<file path="config.mk">
export PLATFORM = sky130hd
export DESIGN_NAME = mul_div_unit
export DESIGN_NICKNAME = d
export VERILOG_FILES = /design/src/rtl/mul_div_unit_pkg.sv /design/src/rtl/mul_div_unit_iter_core.sv /design/src/rtl/mul_div_unit.sv
export SDC_FILE = /design/constraint.sdc
export NUM_CORES = 1
export LEC_CHECK = 0
export ABC_CLOCK_PERIOD_IN_PS = 8600
export BUFFER_PORTS_ARGS = -buffer_cell sky130_fd_sc_hd__buf_2
export CAP_MARGIN = 10
export CORE_MARGIN = 3
export CORE_UTILIZATION = 30
export DETAILED_ROUTE_END_ITERATION = 8
export GPL_ROUTABILITY_DRIVEN = 0
export GPL_TIMING_DRIVEN = 0
export PLACE_DENSITY = 0.57
export SLEW_MARGIN = 20
export SYNTH_ARGS = -nofsm -noshare
export SYNTH_HDL_FRONTEND = slang
export SYNTH_SLANG_ARGS = --single-unit
</file>
<file path="constraint.sdc">
create_clock -name clk -period 8.6 [get_ports clk]
set_input_delay 1.72 -clock clk [delete_from_list [all_inputs] [get_ports clk]]
set_output_delay 1.72 -clock clk [all_outputs]
set_load 0.02 [all_outputs]
</file>
<file path="src/rtl/mul_div_unit_pkg.sv">
// Shared CPU execute-stage definitions: ALU op codes, multiply/divide unit
// op codes, multiply/divide FSM states and the default iteration count.
package mul_div_unit_pkg;

  typedef enum logic [3:0] {
    ALU_ADD  = 4'd0,
    ALU_SUB  = 4'd1,
    ALU_AND  = 4'd2,
    ALU_OR   = 4'd3,
    ALU_XOR  = 4'd4,
    ALU_NOR  = 4'd5,
    ALU_SLT  = 4'd6,
    ALU_SLTU = 4'd7,
    ALU_SLL  = 4'd8,
    ALU_SRL  = 4'd9,
    ALU_SRA  = 4'd10,
    ALU_LUI  = 4'd11
  } alu_op_e;

  // Codes 6 and 7 are reserved and ignored by the unit.
  typedef enum logic [2:0] {
    MDU_MULT  = 3'd0,
    MDU_MULTU = 3'd1,
    MDU_DIV   = 3'd2,
    MDU_DIVU  = 3'd3,
    MDU_MTHI  = 3'd4,
    MDU_MTLO  = 3'd5
  } mdu_op_e;

  typedef enum logic [1:0] {
    ST_IDLE = 2'd0,
    ST_RUN  = 2'd1,
    ST_FIX  = 2'd2
  } mdu_state_e;

  // One iteration per operand bit at the default word width.
  localparam int MDU_ITERS = 32;

endpackage

</file>
<file path="src/rtl/mul_div_unit_iter_core.sv">
// mdu_iter_core: one combinational step of the shared iterative datapath.
//   is_div   : 1 = restoring shift-subtract, 0 = radix-2 shift-add
//   acc      : partial product high half / partial remainder
//   mq       : multiplier (shifted out LSB first) / dividend-quotient
//   opb      : multiplicand / divisor magnitude
//   acc_next, mq_next : register values after this step
module mdu_iter_core #(
  parameter int WORD_WIDTH = 32
) (
  input  logic                  is_div,
  input  logic [WORD_WIDTH-1:0] acc,
  input  logic [WORD_WIDTH-1:0] mq,
  input  logic [WORD_WIDTH-1:0] opb,
  output logic [WORD_WIDTH-1:0] acc_next,
  output logic [WORD_WIDTH-1:0] mq_next
);

  logic [WORD_WIDTH:0] sum;
  logic [WORD_WIDTH:0] shifted;
  logic [WORD_WIDTH:0] diff;

  always_comb begin
    sum      = {1'b0, acc} + (mq[0] ? {1'b0, opb} : '0);
    shifted  = {acc, mq[WORD_WIDTH-1]};
    diff     = shifted - {1'b0, opb};
    acc_next = acc;
    mq_next  = mq;
    if (is_div) begin
      // Remainder stays below the divisor, so W+1 bits hold the trial value;
      // a set top bit means the subtraction went negative and is discarded.
      if (!diff[WORD_WIDTH]) begin
        acc_next = diff[WORD_WIDTH-1:0];
        mq_next  = {mq[WORD_WIDTH-2:0], 1'b1};
      end else begin
        acc_next = shifted[WORD_WIDTH-1:0];
        mq_next  = {mq[WORD_WIDTH-2:0], 1'b0};
      end
    end else begin
      // Carry out of the add becomes the new top bit of the product.
      acc_next = sum[WORD_WIDTH:1];
      mq_next  = {sum[0], mq[WORD_WIDTH-1:1]};
    end
  end

endmodule

</file>
<file path="src/rtl/mul_div_unit.sv">
// mul_div_unit: iterative MIPS-style multiply/divide unit with HI/LO.
//   clk, rst_n : clock, synchronous active-low reset
//   start, op  : request strobe and op code (accepted only when idle)
//   src_a      : multiplicand / dividend / MTHI-MTLO data
//   src_b      : multiplier / divisor
//   busy       : iterative operation in progress (WORD_WIDTH+1 cycles)
//   hi, lo     : HI/LO registers, updated only when an operation completes
module mul_div_unit
  import mul_div_unit_pkg::*;
#(
  parameter int WORD_WIDTH = MDU_ITERS
) (
  input  logic                  clk,
  input  logic                  rst_n,
  input  logic                  start,
  input  logic [2:0]            op,
  input  logic [WORD_WIDTH-1:0] src_a,
  input  logic [WORD_WIDTH-1:0] src_b,
  output logic                  busy,
  output logic [WORD_WIDTH-1:0] hi,
  output logic [WORD_WIDTH-1:0] lo
);

  localparam int CNT_W = $clog2(WORD_WIDTH);
  localparam logic [CNT_W-1:0] LAST = CNT_W'(WORD_WIDTH - 1);

  function automatic logic [WORD_WIDTH-1:0] mag(input logic signed [WORD_WIDTH-1:0] x);
    return x[WORD_WIDTH-1] ? WORD_WIDTH'(-x) : x;
  endfunction

  mdu_state_e state, state_next;
  mdu_op_e    op_e;
  logic [CNT_W-1:0]      cnt;
  logic [WORD_WIDTH-1:0] acc, mq, opb;
  logic [WORD_WIDTH-1:0] acc_next, mq_next;
  logic                  is_div;
  logic                  neg_lo;   // negate product / quotient
  logic                  neg_hi;   // negate remainder (dividend sign)
  logic                  a_sign, b_sign, arith_op;
  logic [2*WORD_WIDTH-1:0] prod;

  assign op_e     = mdu_op_e'(op);
  assign a_sign   = src_a[WORD_WIDTH-1];
  assign b_sign   = src_b[WORD_WIDTH-1];
  assign arith_op = (op_e == MDU_MULT) || (op_e == MDU_MULTU) ||
                    (op_e == MDU_DIV)  || (op_e == MDU_DIVU);
  assign busy     = (state != ST_IDLE);
  assign prod     = neg_lo ? -{acc, mq} : {acc, mq};

  mdu_iter_core #(.WORD_WIDTH(WORD_WIDTH)) u_core (
    .is_div   (is_div),
    .acc      (acc),
    .mq       (mq),
    .opb      (opb),
    .acc_next (acc_next),
    .mq_next  (mq_next)
  );

  always_ff @(posedge clk) begin
    if (!rst_n) state <= ST_IDLE;
    else        state <= state_next;
  end

  always_comb begin
    state_next = state;
    case (state)
      ST_IDLE: if (start && arith_op) state_next = ST_RUN;
      ST_RUN:  if (cnt == LAST)       state_next = ST_FIX;
      ST_FIX:  state_next = ST_IDLE;
      default: state_next = ST_IDLE;
    endcase
  end

  always_ff @(posedge clk) begin
    if (!rst_n) begin
      cnt    <= '0;
      acc    <= '0;
      mq     <= '0;
      opb    <= '0;
      is_div <= 1'b0;
      neg_lo <= 1'b0;
      neg_hi <= 1'b0;
      hi     <= '0;
      lo     <= '0;
    end else begin
      case (state)
        ST_IDLE: begin
          if (start) begin
            case (op_e)
              MDU_MTHI: hi <= src_a;
              MDU_MTLO: lo <= src_a;
              MDU_MULT, MDU_DIV: begin
                acc    <= '0;
                mq     <= mag(src_a);
                opb    <= mag(src_b);
                is_div <= (op_e == MDU_DIV);
                // Divide by zero must leave the all-ones quotient unnegated.
                neg_lo <= (a_sign ^ b_sign) && !((op_e == MDU_DIV) && (src_b == '0));
                neg_hi <= a_sign;
                cnt    <= '0;
              end
              MDU_MULTU, MDU_DIVU: begin
                acc    <= '0;
                mq     <= src_a;
                opb    <= src_b;
                is_div <= (op_e == MDU_DIVU);
                neg_lo <= 1'b0;
                neg_hi <= 1'b0;
                cnt    <= '0;
              end
              default: ;
            endcase
          end
        end
        ST_RUN: begin
          acc <= acc_next;
          mq  <= mq_next;
          cnt <= (cnt == LAST) ? '0 : cnt + 1'b1;
        end
        ST_FIX: begin
          if (is_div) begin
            lo <= neg_lo ? -mq  : mq;
            hi <= neg_hi ? -acc : acc;
          end else begin
            hi <= prod[2*WORD_WIDTH-1:WORD_WIDTH];
            lo <= prod[WORD_WIDTH-1:0];
          end
        end
        default: ;
      endcase
    end
  end

endmodule

</file>
* Yosys cells after proc, flatten, opt, wreduce, memory -nomap -nowiden
Cells that the tools add are included.
** Operators by class
- Add/subtract/negate cells :: 8
- Equal/unequal tests :: 15
- Multiplexer cells :: 35
- Bitwise logic cells :: 1
- Reduce and logical (&&, ||, !) cells :: 23
** Operators with widths (count)
- 32-bit two-way mux :: 17
- 32-bit case mux with 2 select lines :: 6
- 32-bit negation :: 4
- 64-bit two-way mux :: 1
- 64-bit negation :: 1
- 32-bit by 33-bit adder with 33-bit output :: 1
- 33-bit by 32-bit subtractor with 33-bit output :: 1
- 32-bit logical NOT :: 1
- 5-bit two-way mux :: 3
- 3-bit AND reduction :: 5
- 5-bit case mux with 2 select lines :: 1
- 2-bit != test (second input constant) :: 4
- 2-bit nonzero test :: 4
- 3-bit by 2-bit equality test with 1-bit output (second input constant) :: 2
- 3-bit equality test (second input constant) :: 2
- 1-bit case mux with 2 select lines :: 3
- 5-bit by 1-bit adder with 5-bit output (second input constant) :: 1
- 5-bit equality test (second input constant) :: 1
- 2-bit two-way mux :: 2
- 2-bit by 1-bit != test with 1-bit output (second input constant) :: 2
- 2-bit case mux with 2 select lines :: 1
- 2-bit OR reduction :: 2
- 4-bit OR reduction :: 1
- 3-bit by 1-bit equality test with 1-bit output (second input constant) :: 1
- other kinds (11) :: 15
** Storage, ports and cells
- Flip-flop bits (word level) :: 170
- Bits of input ports :: 70
- Output and inout port bits :: 65

* Longest topological paths before layout
Gate-level depths: netlist (run 1).
- Depth in word-level cells :: 7
- Mapped depth :: 14
- Mapped depth without buffers :: 13

* Cells and area by module
From an unflattened synthesis (run 1), not the netlist that was laid out.
** Unflattened totals
- Cell total of the unflattened synthesis :: 1930
- Area, all modules :: 14601.5 µm²
** By module, submodules not included
- mul_div_unit :: times used 1, cells each 1278, area an instance 10075.9 µm², sequential area each 3403.3 µm²
- mdu_iter_core :: times used 1, cells each 652, area an instance 4525.6 µm², sequential area each 0.0 µm²

* Worst setup path after synthesis (run 1)
No wires, ideal clock.
- Path kind :: input to register
- Start :: input port src_b[16]
- End :: register opb[30]
- Arrival time :: 3859 ps
- Setup slack :: 4625 ps
- Cell stages on the path :: 9
- Path buffers :: 0
- Path through :: or4_1 -> or3_1 -> or2_2 -> nor4_2 -> nand3_1 -> o41ai_2 -> xor2_1 -> nand2_1 -> o211a_1
** On the way
- Cells in the longest elaborated chain, start to end :: 3
** RTL lines
- from (decl) :: line mul_div_unit.sv:18 : input logic [WORD_WIDTH-1:0] src_b,
- 32-bit negation :: line mul_div_unit.sv:28 : return x[WORD_WIDTH-1] ? WORD_WIDTH'(-x) : x;
- 32-bit two-way mux :: line mul_div_unit.sv:28
- 32-bit case mux with 2 select lines :: line mul_div_unit.sv:89 : case (op_e)
- to (signal assigned) :: line mul_div_unit.sv:95 : opb <= mag(src_b);
- to (signal assigned) :: line mul_div_unit.sv:105 : opb <= src_b;
- to (decl) :: line mul_div_unit.sv:34 : logic [WORD_WIDTH-1:0] acc, mq, opb;
Every way passes these cells.
A chain may end at the register's enable or synchronous reset.

* Worst setup path after layout (run 1)
- Start :: register mq[0]
- End :: register acc[30]
** On the way
- Cells in the longest elaborated chain, start to end :: 4
** RTL lines
- from (decl) :: line mul_div_unit.sv:34
- from (signal assigned) :: line mul_div_unit.sv:94 : mq <= mag(src_a);
- from (signal assigned) :: line mul_div_unit.sv:104 : mq <= src_a;
- from (signal assigned) :: line mul_div_unit.sv:117 : mq <= mq_next;
- 32-bit two-way mux :: line mul_div_unit_iter_core.sv:23 : sum = {1'b0, acc} + (mq[0] ? {1'b0, opb} : '0);
- 32-bit by 33-bit adder with 33-bit output :: line mul_div_unit_iter_core.sv:23
- 32-bit two-way mux :: line mul_div_unit_iter_core.sv:28 : if (is_div) begin
- 32-bit case mux with 2 select lines :: line mul_div_unit.sv:86 : case (state)
- to (signal assigned) :: line mul_div_unit.sv:116 : acc <= acc_next;
- to (decl) :: line mul_div_unit.sv:34
Every way passes these cells.

==> flow_metrics.env, run 1 <==
export IMPL_area_growth_pct=14.0
export IMPL_drc=0
export IMPL_cts_tree="yes"
export IMPL_fmax_mhz=232
export IMPL_dieArea_um2=49600
export IMPL_avgSynthCellArea_um2=7.35
export IMPL_cts_hold_buffers=0
export IMPL_p_leak_uw=0.00654
export IMPL_syn_area_um2=14100
export IMPL_peakVddDrop_uv=157
export IMPL_start_util_pct=30.7
export IMPL_outcome="finished, final reports clean"
export IMPL_worstPathCellList="clkinv_1, clkbuf_1, nor2_1, ha_1, a21o_1, a21oi_1, o31ai_1, a21bo_2, o21ai_0, o21ai_0, a2111oi_0, o41a_1, a211oi_1"
export IMPL_clk_pin_slew_worst_paths_ns=0.08
export IMPL_syn_num_nets=2061
export IMPL_crit_path_frequent_cell="o21ai_0"
export IMPL_slew_headroom_pct=23.8
export IMPL_nets=2213
export IMPL_fin_tns_setup_ns=0
export IMPL_cp_start_kind="register"
export IMPL_portBuffers=133
export IMPL_cp_data_arrival_time_ns=4.65
export IMPL_cts_setup_buffers=0
export IMPL_yosysSeqAreaShare_pct=24.1
export IMPL_layout_commonest_cell="nand2_1"
export IMPL_hold_viol_final=0
export IMPL_grt_usage_pct=22.2
export IMPL_fp_row_count=78
export IMPL_crit_path_end_kind="register"
export IMPL_synth_edff_count=0
export IMPL_io_pins=135
export IMPL_antenna_found_initial=0
export IMPL_cp_required_ns=8.94
export IMPL_num_vias=15400
export IMPL_synthCells=1919
export IMPL_crit_family="compound AO/OA/AOI/OAI gates"
export IMPL_dp_worst_setup_slack_ns=3.97
export IMPL_grt_ovfl_total=0
export IMPL_wl_per_cell_um=21.4
export IMPL_rsz0062_at_grt="no"
export IMPL_critical_path_class="reg2reg"
export IMPL_cts_root_buf="clkbuf_16"
export IMPL_cts_buffer_depth=2
export IMPL_cts_made_buffers=17
export IMPL_ys_types=74
export IMPL_die_x_um=223
export IMPL_powerDensity_nw_per_um2=138
export IMPL_synth_seq_cells=170
export IMPL_final_max_slew_viol_count=0
export IMPL_grt_pass1_vias=14500
export IMPL_critPathSlowestCell="o21ai_0"
export IMPL_nFillCells=4918
export IMPL_worst_slew_pin_slew_ns=1.13
export IMPL_synth_flop_cell="dfxtp_1"
export IMPL_setup_slack_ns=4.29
export IMPL_period_share_pct=50.1
export IMPL_layout_drive_gt1_share_pct=9.46
export IMPL_die_h_um=223
export IMPL_worstPathMaxFanout=10
export IMPL_dp_hpwl_mm=46.2
export IMPL_yosys_warnings=0
export IMPL_worst_path_buf_inv=2
export IMPL_wl_mm=57.3
export IMPL_finalSetupViolCount=0
export IMPL_clock_latency_ns=0.47
export IMPL_drt_initial_drc_count=1659
export IMPL_async_reset_ff_share_pct=0
export IMPL_cts_sinks=170
export IMPL_period_needed_ns=4.31
export IMPL_grt_max_degree=17
export IMPL_skew_ns=0.0134
export IMPL_diodes=0
export IMPL_vias_per_cell=5.73
export IMPL_slowest_delay_ns=0.57
export IMPL_grt_pass1_wl_mm=86.5
export IMPL_ant_nets=0
export IMPL_core_um2=45900
export IMPL_first_pass_iters=5
export IMPL_final_cell_mix="nand2_1, a21oi_1, dfxtp_1"
export IMPL_hp_class="reg2reg"
export IMPL_cts_resized=0
export IMPL_htreeDepth=4
export IMPL_drv_cap=0
==> logic make-up (layout without fill, tap and decap cells) <==
kind of cell | after synthesis | in the layout | synth area share [%]
AOI/OAI and AO/OA | 660 | 660 | 30.1
xor gates and xnor gates | 166 | 166 | 10.3
adders and majority gates | 72 | 72 | 6.50
buffers and inverters | 198 | 361 | 5.49
DFF | 170 | 170 | 24.1
muxes | 30 | 30 | 2.14
and+or+nand+nor | 623 | 623 | 21.4
==> worst register-to-register path, stage by stage (launching register included) <==
cell and delay, ns:
dfxtp_1 0.45, clkinv_1 0.35, clkbuf_1 0.35, nor2_1 0.18, ha_1 0.31, a21o_1 0.18
a21oi_1 0.19, o31ai_1 0.17, a21bo_2 0.28, o21ai_0 0.57, o21ai_0 0.38, a2111oi_0 0.54
o41a_1 0.22, a211oi_1 0.04
==> stage by stage <==
stage | util [%] | hold WS, ns | power (uW) | std cells | area (um^2)
after floorplan | - | 0.415 | 1240 | 1919 | 14100
after global placement | 33.8 | 0.447 | 1430 | 2652 | 15500
after detailed placement | 33.8 | 0.459 | 1440 | 2652 | 15500
final | 35.0 | 0.472 | 2220 | 2682 | 16100
after global routing | 35.0 | 0.487 | 2300 | 2682 | 16100
after CTS | 35.0 | 0.470 | 2210 | 2682 | 16100
==> cell usage after synthesis, types with 10 or more instances <==
master	count	area, um^2
a211oi_1	44	330
a21boi_0	31	233
a21o_1	20	150
a21oi_1	185	926
a22oi_1	19	143
a31oi_1	24	150
and2_1	21	131
and3_1	16	100
clkbuf_1	108	405
dfxtp_1	170	3400
ha_1	70	876
inv_1	69	259
mux2i_1	29	290
nand2_1	203	762
nand2b_1	18	113
nand3_1	41	205
nand4_1	17	106
nor2_1	141	529
nor2b_1	58	363
nor3_1	41	205
nor4_1	13	81.3
o211a_1	30	300
o211ai_1	34	255
o21a_1	12	90.1
o21ai_0	157	786
o21bai_1	10	75.1
o31ai_1	25	188
o41ai_1	12	105
or3_1	11	68.8
or4_1	12	90.1
xnor2_1	82	718
xor2_1	84	736
==> area by class of cell <==
class | instances | area (um^2) | area share, %
clock buffers | 17 | 425 | 2.65
inverters | 70 | 263 | 1.63
clock inverters | 13 | 134 | 0.833
flip-flops and latches | 170 | 3400 | 21.2
multi-input cells | 1551 | 9920 | 61.7
plain buffers | 128 | 510 | 3.18
repair buffers | 133 | 666 | 4.14
well taps | 600 | 751 | 4.67
==> worst paths after layout <==
path	startpoint	to	slack, ns	cells past startpoint
max	mq[0]	acc[30]	4.29	13
min	lo[10]	lo[10]	0.47	2
max reg2reg	mq[0]	acc[30]	4.29	13
min reg2reg	lo[10]	lo[10]	0.47	2
==> metal layers <==
| metal | vias to the layer above | wire (um) | track usage [%] |
|---|---|---|---|
| li1 | 7224 | - | - |
| met1 | 7293 | 25500 | 30.7 |
| met2 | 737 | 25400 | 34.9 |
| met3 | 105 | 4370 | 3.12 |
| met4 | 0 | 2080 | 8.59 |
| met5 | - | 0 | 0 |
==> sequential cells by signal (all words and copies together), names as in the netlist <==
signal and count:
neg_hi 1, lo 32, neg_lo 1, state 2
acc 32, mq 32, opb 32, is_div 1
hi 32, cnt 5
==> report_power, final <==
part           switching [uW]  leakage, uW  internal [uW]
registers                34.4      0.00138            822
logic                     378      0.00488            200
clock network             382     0.000271            404
(Power assumes the default switching activity.)
==> inputs of run 2 (changes only) <==
--- a/config.mk
+++ b/config.mk
@@ -5,7 +5,8 @@
 export SDC_FILE = /design/constraint.sdc
 export NUM_CORES = 1
 export LEC_CHECK = 0
-export ABC_CLOCK_PERIOD_IN_PS = 8600
+export ABC_AREA = 1
+export ABC_CLOCK_PERIOD_IN_PS = 4480
 export BUFFER_PORTS_ARGS = -buffer_cell sky130_fd_sc_hd__buf_2
 export CAP_MARGIN = 10
 export CORE_MARGIN = 3
==> constraint.sdc (replaced) <==
create_clock -name clk -period 4.48 [get_ports clk]
set_input_delay 0.896 -clock clk [delete_from_list [all_inputs] [get_ports clk]]
set_output_delay 0.896 -clock clk [all_outputs]
set_load 0.02 [all_outputs]
==> run 2 against run 1 <==
Compared with the run above: combinational power rose to 3.1 times the previous value; final area rose by 17%; die area increased by 17%; worst setup slack worse by 3.4 ns; worst hold slack better by 0.012 ns; synthesized area increased by 17%; flip-flop and latch count stayed put; critical path type unchanged; largest cell class unchanged.
==> flow_metrics.env, run 2 <==
export IMPL_worstPathCellList="buf_6, clkbuf_1, nand2_1, inv_1, ha_1, inv_1, fa_1, inv_1, nand2_1, o21ai_2, nand2_1, nand2_1, nand2_1, nand2_1, nand3_1, a21oi_1, nor2_1, nor2_1, nand2_1, a21oi_1"
export IMPL_portBuffers=133
export IMPL_grt_use_met1_pct=35.5
export IMPL_area_growth_pct=13.3
export IMPL_slowest_delay_ns=0.50
export IMPL_yosys_warnings=0
export IMPL_async_reset_ff_share_pct=0
export IMPL_cp_data_arrival_time_ns=4.00
export IMPL_drt_initial_drc_count=2608
export IMPL_cp_start_kind="register"
export IMPL_synth_top_area_cell="dfxtp_1"
export IMPL_core_um2=54200
export IMPL_die_h_um=241
export IMPL_grt_pass1_wl_mm=113
export IMPL_cts_tree="yes"
export IMPL_nFillCells=6209
export IMPL_vias_per_cell=5.39
export IMPL_use_met2_pct=39.9
export IMPL_final_max_slew_viol_count=0
export IMPL_diodes=0
export IMPL_cts_buffer_depth=2
export IMPL_cts_resized=0
export IMPL_critPathSlowestCell="clkbuf_1"
export IMPL_grt_busiest_layer="met2"
export IMPL_total_power_uw=5260
export IMPL_first_pass_iters=7
export IMPL_layout_commonest_cell="nand2_1"
export IMPL_synthMostInstantiatedCell="nand2_1"
export IMPL_dieArea_um2=58000
export IMPL_hp_class="reg2reg"
export IMPL_p_sw_share_pct=39.9
export IMPL_fp_row_count=85
export IMPL_grt_ovfl_total=0
export IMPL_p_seq_share_pct=32.7
export IMPL_wl_mm=76.4
export IMPL_crit_path_end_kind="register"
export IMPL_cts_root_buf="clkbuf_16"
export IMPL_syn_area_um2=16500
export IMPL_die_x_um=241
export IMPL_nets=3257
export IMPL_period_needed_ns=3.58
export IMPL_p_leak_uw=0.00911
export IMPL_cts_sinks=170
export IMPL_dp_hpwl_mm=62.3
export IMPL_synth_seq_cells=170
export IMPL_grt_pass1_vias=18700
export IMPL_peakVddDrop_uv=312
export IMPL_worst_path_buf_inv=5
export IMPL_avgSynthCellArea_um2=5.58
export IMPL_hold_viol_final=0
export IMPL_grt_usage_pct=25.7
export IMPL_layout_drive_gt1_share_pct=7.74
export IMPL_cp_required_ns=4.90
export IMPL_ant_nets=0
export IMPL_finalSetupViolCount=0
export IMPL_rsz0062_at_grt="no"
export IMPL_ys_types=51
export IMPL_ys_top_cells_by_area="dfxtp_1, nand2_1, inv_1, nand3_1, o21ai_0"
export IMPL_cts_hold_buffers=0
export IMPL_powerDensity_nw_per_um2=281
export IMPL_synth_edff_count=0
export IMPL_synth_flop_cell="dfxtp_1"
export IMPL_crit_path_frequent_cell="nand2_1"
export IMPL_worst_slew_pin_slew_ns=1.04
export IMPL_clk_pin_slew_worst_paths_ns=0.07
export IMPL_crit_family="simple AND/OR/NAND/NOR gates"
export IMPL_slew_headroom_pct=31.0
export IMPL_wl_per_cell_um=20.0
export IMPL_drc=0
export IMPL_pwr_share_clk_pct=33.0
export IMPL_combPwrFrac_pct=34.3
export IMPL_fin_tns_setup_ns=0
export IMPL_fin_util_pct=34.6
export IMPL_cts_made_buffers=17
export IMPL_htreeDepth=4
export IMPL_worstPathMaxFanout=10
export IMPL_num_vias=20600
export IMPL_synth_top_area_share_pct=20.6
export IMPL_cts_setup_buffers=0
export IMPL_start_util_pct=30.5
export IMPL_syn_num_nets=3105
export IMPL_period_share_pct=79.8
export IMPL_drv_cap=0
export IMPL_internal_power_uw=3160
export IMPL_synthTopCellsByCount="nand2_1, inv_1, nor2_1, nand3_1, o21ai_0"
export IMPL_power_switching_uw=2100
export IMPL_critical_path_class="reg2reg"
export IMPL_antenna_found_initial=0
export IMPL_skew_ns=0.0185
export IMPL_grtUsageMet3_pct=4.48
export IMPL_synthCells=2963
export IMPL_outcome="finished, final reports clean"
export IMPL_final_cell_mix="nand2_1, inv_1, nor2_1"
export IMPL_grt_max_degree=17
export IMPL_fmax_mhz=280
export IMPL_yosysSeqAreaShare_pct=20.6
export IMPL_clock_latency_ns=0.49
export IMPL_io_pins=135
[run 2: routing by layer]
metal	share of wire (%)	vias up
met5	0	-
li1	-	9990
met3	10	144
met4	3.8	0
met1	43	9324
met2	43	1152
[run 2: path summary, 6_finish.rpt]
kind	startpoint	depth (start not counted)	slack (ns)	end
setup / recovery	mq[0]	20	0.90	acc[27]
setup reg to reg	mq[0]	20	0.90	acc[27]
hold / removal	cnt[4]	2	0.48	cnt[4]
hold reg to reg	cnt[4]	2	0.48	cnt[4]
[run 2: power by group through the flow]
stage / logic [uW] / clock network (uW) / registers, uW
after floorplan: 1170 / 0 / 1720
after global placement: 1740 / 0 / 1750
after detailed placement: 1750 / 0 / 1740
after CTS: 1760 / 1750 / 1710
after global routing: 1980 / 1790 / 1730
final: 1810 / 1740 / 1720
[run 2: kinds of logic after synthesis]
family | count (synthesis) | synth area share [%]
AND/OR/NAND/NOR | 1542 | 39.8
AO/OA/AOI/OAI | 622 | 20.1
buffers and inverters | 522 | 12.2
flip-flops | 170 | 20.6
adder cells (fa/ha/maj) | 72 | 5.53
XOR/XNOR | 35 | 1.85
[run 2: cell type report]
| type | count | area [um^2] | area share, % |
|---|---|---|---|
| multi-input combinational | 2271 | 11100 | 59.4 |
| sequential | 170 | 3400 | 18.2 |
| inverter | 408 | 1530 | 8.18 |
| tap | 696 | 871 | 4.65 |
| timing repair buffer | 133 | 666 | 3.55 |
| buffer | 114 | 479 | 2.56 |
| clock buffer | 22 | 474 | 2.53 |
| clock inverter | 10 | 188 | 1.00 |
[run 2: worst min-delay path, cell delays in order (launching register included)]
cell and delay, ns:
dfxtp_1 0.32, nand2_1 0.06, a21oi_1 0.06
[run 2: through the flow]
stage	hold slack (ns)	instances	setup WS, ns	cell area (um^2)
finish	0.484	3824	0.904	18700
detailed placement	0.470	3792	1.00	18100
floorplan	0.443	2963	1.91	16500
CTS	0.480	3824	1.00	18700
global route	0.501	3824	0.634	18700
global placement	0.458	3792	1.01	18100
==> inputs of run 3 (changes only) <==
--- a/config.mk
+++ b/config.mk
@@ -6,7 +6,7 @@
 export NUM_CORES = 1
 export LEC_CHECK = 0
 export ABC_AREA = 1
-export ABC_CLOCK_PERIOD_IN_PS = 4480
+export ABC_CLOCK_PERIOD_IN_PS = 3250
 export BUFFER_PORTS_ARGS = -buffer_cell sky130_fd_sc_hd__buf_2
 export CAP_MARGIN = 10
 export CORE_MARGIN = 3
@@ -14,7 +14,7 @@
 export DETAILED_ROUTE_END_ITERATION = 8
 export GPL_ROUTABILITY_DRIVEN = 0
 export GPL_TIMING_DRIVEN = 0
-export PLACE_DENSITY = 0.57
+export PLACE_DENSITY = 0.58
 export SLEW_MARGIN = 20
 export SYNTH_ARGS = -nofsm -noshare
 export SYNTH_HDL_FRONTEND = slang
==> constraint.sdc (replaced) <==
create_clock -name clk -period 3.25 [get_ports clk]
set_input_delay 0.65 -clock clk [delete_from_list [all_inputs] [get_ports clk]]
set_output_delay 0.65 -clock clk [all_outputs]
set_load 0.02 [all_outputs]
==> run 3 against run 2 <==
Compared with the run above: critical path depth decreased by 1; largest power group unchanged; first-iteration DRC count decreased by 3.0%; combinational power increased by 36%; via count decreased by 0.49%.
==> flow_metrics.env, run 3 (synthesized netlist as in run 2, its figures left out) <==
export IMPL_outcome="finished, final reports clean"
export IMPL_final_max_slew_viol_count=0
export IMPL_cts_buffer_depth=2
export IMPL_period_share_pct=97.6
export IMPL_drc=0
export IMPL_vias_per_cell=5.36
export IMPL_finalSetupViolCount=0
export IMPL_drv_cap=0
export IMPL_io_pins=135
export IMPL_crit_family="simple AND/OR/NAND/NOR gates"
export IMPL_ant_nets=0
export IMPL_hp_class="reg2reg"
export IMPL_worst_path_stages=19
export IMPL_grt_pass1_vias=18600
export IMPL_first_pass_iters=6
export IMPL_critical_path_class="reg2reg"
export IMPL_slowest_delay_ns=0.44
export IMPL_worstPathMaxFanout=10
export IMPL_portBuffers=133
export IMPL_grt_pass1_wl_mm=112
export IMPL_cp_required_ns=3.66
export IMPL_p_leak_uw=0.00909
export IMPL_cts_root_buf="clkbuf_16"
export IMPL_wl_per_cell_um=19.8
export IMPL_die_x_um=241
export IMPL_hold_depth=2
export IMPL_fmax_mhz=315
export IMPL_crit_path_end_kind="register"
export IMPL_fp_row_count=85
export IMPL_dieArea_um2=58000
export IMPL_cp_data_arrival_time_ns=3.58
export IMPL_slew_headroom_pct=32.5
export IMPL_layout_drive_gt1_share_pct=7.87
export IMPL_wl_mm=75.6
export IMPL_worst_path_buf_inv=3
export IMPL_hold_viol_final=0
export IMPL_powerDensity_nw_per_um2=379
export IMPL_grt_max_degree=19
export IMPL_crit_path_frequent_cell="nand2_2"
export IMPL_skew_ns=0.0136
export IMPL_nets=3257
export IMPL_clk_pin_slew_worst_paths_ns=0.07
export IMPL_period_needed_ns=3.17
export IMPL_cp_start_kind="register"
export IMPL_cts_hold_buffers=0
export IMPL_num_vias=20500
export IMPL_worstPathCellList="inv_1, ha_1, fa_1, inv_1, nand2_1, nand2_1, nand3_1, nand2_2, nand2_1, nand2_2, nand2_2, nand2_2, nand2_2, nand2_4, buf_6, nand3_1, nand3_1, nand2_1, a21oi_1"
export IMPL_layout_commonest_cell="nand2_1"
export IMPL_area_growth_pct=13.1
export IMPL_core_um2=54200
export IMPL_rsz0062_at_grt="no"
export IMPL_r2r_start="mq[31]"
export IMPL_hold_ws_ns=0.476
export IMPL_startpoint="mq[31]"
export IMPL_dp_hpwl_mm=61.5
export IMPL_final_cell_mix="nand2_1, inv_1, nor2_1"
export IMPL_clock_latency_ns=0.48
export IMPL_antenna_found_initial=4
export IMPL_cts_sinks=170
export IMPL_start_util_pct=30.5
export IMPL_cts_made_buffers=17
export IMPL_cts_tree="yes"
export IMPL_critPathSlowestCell="dfxtp_2"
export IMPL_grt_ovfl_total=0
export IMPL_stdcell_count=3824
export IMPL_dp_cells=3792
export IMPL_grt_usage_pct=25.5
export IMPL_drt_initial_drc_count=2529
export IMPL_peakVddDrop_uv=438
export IMPL_worst_slew_pin_slew_ns=1.01
export IMPL_htreeDepth=4
export IMPL_rr_worst_depth=19
export IMPL_die_h_um=241
export IMPL_hp_start="cnt[4]"
run 3: cell count changes in the layout (fill, tap and decap cells not counted), sizes merged:
| cell | delta |
|---|---|
| bufinv | -2 |
| buf | +1 |
| clkbuf | -1 |
| clkinv | +1 |
| diode | +1 |
run 3: power breakdown:
part	leakage, uW	switching [uW]	internal, uW	total [uW]
clock	0.000297	978	1270	2250
sequential	0.00139	167	2200	2370
combinational	0.00741	1740	731	2470
run 3: layout make-up:
cell class	instances	area (um^2)
Clock inverter	9	138
Buffer	113	477
Sequential cell	170	3400
Timing Repair Buffer	134	673
Fill cell	6221	35500
Inverter	408	1540
Clock buffer	22	474
Tap cell	696	871
Antenna cell	1	2.50
Multi-Input combinational cell	2271	11100
run 3: metrics by stage:
step	cell area (um^2)	util (%)	TNS (ns)	power (uW)	setup slack, ns
finish	18700	34.5	0	7090	0.0782
floorplan	16500	-	0	3980	0.676
CTS	18700	34.5	0	7020	0.0415
global route	18700	34.5	0	7430	0.000537
global placement	18100	33.3	-0.182	4800	-0.166
detailed placement	18100	33.3	-0.184	4800	-0.176
run 3: worst min-delay path, cell delays in order, from the launching register on:
cell and delay, ns:
dfxtp_1 0.31, nand2_1 0.06, a21oi_1 0.05
run 3: metal layers:
layer  vias up  GRT usage, %  part of all wire [%]
li1       9996             -                     -
met1      9241          34.7                    43
met2      1071          38.6                    42
met3       199          5.77                    11
met4         2          11.4                   4.6
met5         -             0                 0.017
run 3: what timing repair did:
action / 4_1_cts / 5_1_grt
setup buffers: 0 / 1
gates resized for setup: 0 / 6
gates cloned: 0 / 0
endpoints found under the setup margin: 2 / 28
run 3: path summary, 6_finish.rpt:
kind | endpoint | slack, ns
worst min register to register | cnt[4] | 0.48
worst max-delay path | acc[23] | 0.08
worst max register to register | acc[23] | 0.08
worst min-delay path | cnt[4] | 0.48
